$ cat src/rtl/seq_detect_param.sv
// Parametrised Mealy serial pattern detector with run-time overlap select.
// Define SEQ_DETECT_MATCH_COUNT_EN to build the saturating match counter.
module seq_detect_param #(
  parameter int                 WIDTH   = 4,
  parameter logic [WIDTH-1:0]   PATTERN = 4'b1011,
  parameter int                 CNT_W   = 8
) (
  input  logic             clk,
  input  logic             res,
  input  logic             in_valid,
  input  logic             a,
  input  logic             overlap,
  input  logic             clr,
  output logic             y,
  output logic [CNT_W-1:0] match_cnt
);

  localparam int               FILL_W   = $clog2(WIDTH);
  localparam logic [FILL_W-1:0] FILL_MAX = FILL_W'(WIDTH - 1);

  logic [WIDTH-1:0]  hist_r;
  logic [FILL_W-1:0] fill_r;
  logic              y_r;
  logic [WIDTH-1:0]  cand_s;
  logic              hit_s;
  logic [FILL_W-1:0] fill_nxt_s;

  assign cand_s = {hist_r[WIDTH-2:0], a};
  assign hit_s  = in_valid && (fill_r == FILL_MAX) && (cand_s == PATTERN);

  // Fill restarts after a non-overlapping match, otherwise saturates at WIDTH-1.
  always_comb begin
    fill_nxt_s = fill_r;
    if (hit_s && !overlap) begin
      fill_nxt_s = '0;
    end else if (fill_r == FILL_MAX) begin
      fill_nxt_s = fill_r;
    end else begin
      fill_nxt_s = fill_r + FILL_W'(1);
    end
  end

  // History, fill level and match pulse registers.
  always_ff @(posedge clk or posedge res) begin
    if (res) begin
      hist_r <= '0;
      fill_r <= '0;
      y_r    <= 1'b0;
    end else if (clr) begin
      hist_r <= '0;
      fill_r <= '0;
      y_r    <= 1'b0;
    end else if (in_valid) begin
      hist_r <= cand_s;
      fill_r <= fill_nxt_s;
      y_r    <= hit_s;
    end else begin
      hist_r <= hist_r;
      fill_r <= fill_r;
      y_r    <= 1'b0;
    end
  end

  assign y = y_r;

`ifdef SEQ_DETECT_MATCH_COUNT_EN
  localparam logic [CNT_W-1:0] CNT_MAX = {CNT_W{1'b1}};

  logic [CNT_W-1:0] cnt_r;

  // Saturating match counter; holds at all-ones instead of wrapping.
  always_ff @(posedge clk or posedge res) begin
    if (res) begin
      cnt_r <= '0;
    end else if (clr) begin
      cnt_r <= '0;
    end else if (hit_s && (cnt_r != CNT_MAX)) begin
      cnt_r <= cnt_r + CNT_W'(1);
    end else begin
      cnt_r <= cnt_r;
    end
  end

  assign match_cnt = cnt_r;
`else
  assign match_cnt = '0;
`endif

endmodule
$ cat config.mk
export PLATFORM = sky130hd
export DESIGN_NAME = seq_detect_param
export DESIGN_NICKNAME = d
export VERILOG_FILES = /design/src/rtl/seq_detect_param.sv
export SDC_FILE = /design/constraint.sdc
export NUM_CORES = 1
export LEC_CHECK = 0
export ABC_CLOCK_PERIOD_IN_PS = 1200
export CAP_MARGIN = 20
export CORE_AREA = 5 5 42 44
export CTS_CLUSTER_DIAMETER = 50
export DETAILED_ROUTE_END_ITERATION = 6
export DIE_AREA = 0 0 47 49
export PLACE_DENSITY_LB_ADDON = 0.2
export SLEW_MARGIN = 20
export SYNTH_ARGS = -nofsm -noshare
export SYNTH_HDL_FRONTEND = slang
export SYNTH_SLANG_ARGS = --single-unit
$ cat constraint.sdc
create_clock -name clk -period 1.2 [get_ports clk]
set_input_delay 0.12 -clock clk [delete_from_list [all_inputs] [get_ports clk]]
set_output_delay 0.12 -clock clk [all_outputs]
set_load 0.03 [all_outputs]
==> impl_metrics.env <==
export IMPL_outcome="finished, violations left"
export IMPL_violations="setup timing"
export IMPL_overflow=0
export IMPL_finalHoldViolations=0
export IMPL_leakage_nw=0.2464
export IMPL_drt_first_pass_iters=1
export IMPL_cts_root_buf="clkbuf_4"
export IMPL_routed_wl_um=637
export IMPL_dp_hpwl_um=532.9
export IMPL_post_drt_wl_per_cell_um=10.27
export IMPL_cts_tree="yes"
export IMPL_slew_viol_final=0
export IMPL_worstSetupEndpointType="flip-flop"
export IMPL_pin_count=15
export IMPL_avgSynthCellArea_um2=10.57
export IMPL_n_antenna_cell=0
export IMPL_drt_iter0_markers=0
export IMPL_grt_total_usage=0.07097
export IMPL_layout_common_cells="conb_1, dfrtp_1, clkdlybuf4s50_1, mux2i_1, nor2_1"
export IMPL_holdCritPathClass="in -> async"
export IMPL_layout_cells_most_common="conb_1"
export IMPL_areaGrowthSynthToFinish_pct=27.30
export IMPL_grt_pass1_wl_mm=1.076
export IMPL_grt_max_degree=8
export IMPL_placed_cell_area_um2=441.7
export IMPL_core_mm2=0.001401
export IMPL_fmax_mhz=822.6
export IMPL_rsz0062_at_grt="yes"
export IMPL_reg2reg_from="fill_r[1]"
export IMPL_crit_required_ps=1360
export IMPL_holdBufCountCts=0
export IMPL_place_congestion=0.6414
export IMPL_clockBufferDepth=2
export IMPL_setup_worst_path_class="reg -> reg"
export IMPL_min_period_over_period=1.013
export IMPL_ant_nets=0
export IMPL_num_rows=14
export IMPL_cts_htree_levels=1
export IMPL_period_minus_slack_ps=1216
export IMPL_die_w_um=47
export IMPL_grt_antenna_before_repair=0
export IMPL_peakVddDrop_v=0.0004321
export IMPL_crit_arrival_ps=1370
export IMPL_vias=254
export IMPL_die_area_mm2=0.002303
export IMPL_crit_fanout=3
export IMPL_grt_pass1_vias=249
export IMPL_yosys_warnings=0
export IMPL_holdWs_ps=82.97
export IMPL_vias_per_cell=4.097
export IMPL_total_power_uw=517.7
export IMPL_synth_cells=36
export IMPL_port_buffers=6
export IMPL_worst_setup_path_start_kind="flip-flop"
export IMPL_yosysUniqueCellTypes=15
export IMPL_die_h_um=49
export IMPL_fin_ws_ps=-15.65
export IMPL_fin_nets=55
export IMPL_power_density_mw_per_mm2=1069
export IMPL_finalClockSkew_ps=3.684
export IMPL_drv_cap=0
export IMPL_yosysSeqAreaShare=0.3947
export IMPL_finish_instance_area_um2=484.2
export IMPL_syn_cell_area_um2=380.4
export IMPL_drive_above_1_share=0.2826
export IMPL_clock_sinks=6
export IMPL_drc_errors=0
export IMPL_setup_viol=1
export IMPL_cts_setup_buffers=0
export IMPL_clk_latency_ps=240
export IMPL_initial_core_util=0.2714
export IMPL_ys_ff_latch=6
export IMPL_cts_buffers=3
export IMPL_clk_pin_slew_ps=40
export IMPL_crit_start="fill_r[1]"
power breakdown:
group | switching (mW) | total [mW] | internal (mW)
clock network | 0.0639 | 0.176 | 0.113
registers | 0.00706 | 0.221 | 0.214
logic | 0.0686 | 0.120 | 0.0515
cell type report:
| cell class | count | area (µm²) |
|---|---|---|
| inverters | 2 | 7.507 |
| flip-flops and latches | 6 | 150.1 |
| fillers | 156 | 917.1 |
| repair buffers | 9 | 81.33 |
| well taps | 16 | 20.02 |
| multi-input cells | 26 | 202.7 |
| clock buffers | 3 | 22.52 |
cells in the mapped netlist:
library cell,number,share of area
nor2b_2,1,0.023
and4_4,1,0.030
nor3_2,1,0.026
dfrtp_1,6,0.39
ha_1,1,0.033
conb_1,1,0.0099
nand3_1,1,0.013
and4b_2,1,0.030
nor2_1,4,0.039
nand2b_1,2,0.033
mux2i_1,4,0.11
xnor2_1,1,0.023
buf_4,9,0.18
a41oi_2,1,0.043
inv_1,2,0.020
sequential cells by signal, indices dropped and copies added (netlist names):
name    cells
fill_r      2
hist_r      3
y           1
critical path, cell delays in order (launching register included):
cell and delay, ps:
dfrtp_1 380, ha_2 190, and4b_2 220, a41oi_2 150, mux2i_1 200
metrics by stage:
step	TNS [ps]	std cells	worst slack [ps]	util
2_1_floorplan	0	43	1.375	-
3_3_place_gp	-111.8	59	-58.24	0.3152
3_5_place_dp	-140.9	59	-74.45	0.3152
4_1_cts	-32.73	62	-32.73	0.3455
5_1_grt	-101.2	62	-75.36	0.3455
6_report	-15.65	62	-15.65	0.3455
logic make-up (layout without fill, tap and decap cells):
family          count (synthesis)  in the layout  share of synthesized area
mux                             4              4                     0.1053
buf+inv                        11             14                     0.1974
fa+ha+maj                       1              1                    0.03289
xor+xnor                        1              1                    0.02303
flops                           6              6                     0.3947
other cells                     1              8                   0.009859
compound gates                  1              1                    0.04277
simple gates                   11             11                     0.1941
per-layer routing:
layer,routed length [µm],GRT usage
met5,0,0
met4,22,0.06912
met3,61,0.03321
met2,315,0.09502
met1,238,0.07658
what timing repair did:
| item | CTS | global route |
|---|---|---|
| resized for setup | 5 | 0 |
| gates cloned | 0 | 0 |
| setup endpoints to repair | 3 | 2 |
| pin swaps | 2 | 0 |
path summary, 6_finish.rpt:
path / to / slack [ps] / cells after the start
max: fill_r[1] / -20 / 4
max reg2reg: fill_r[1] / -20 / 4
min: hist_r[1] / 80 / 2
min in group clk: hist_r[0] / 530 / 3
min reg2reg: hist_r[1] / 550 / 2
max in group asynchronous: fill_r[0] / 930 / 2
Note: power is estimated with default switching activity, not from simulation.
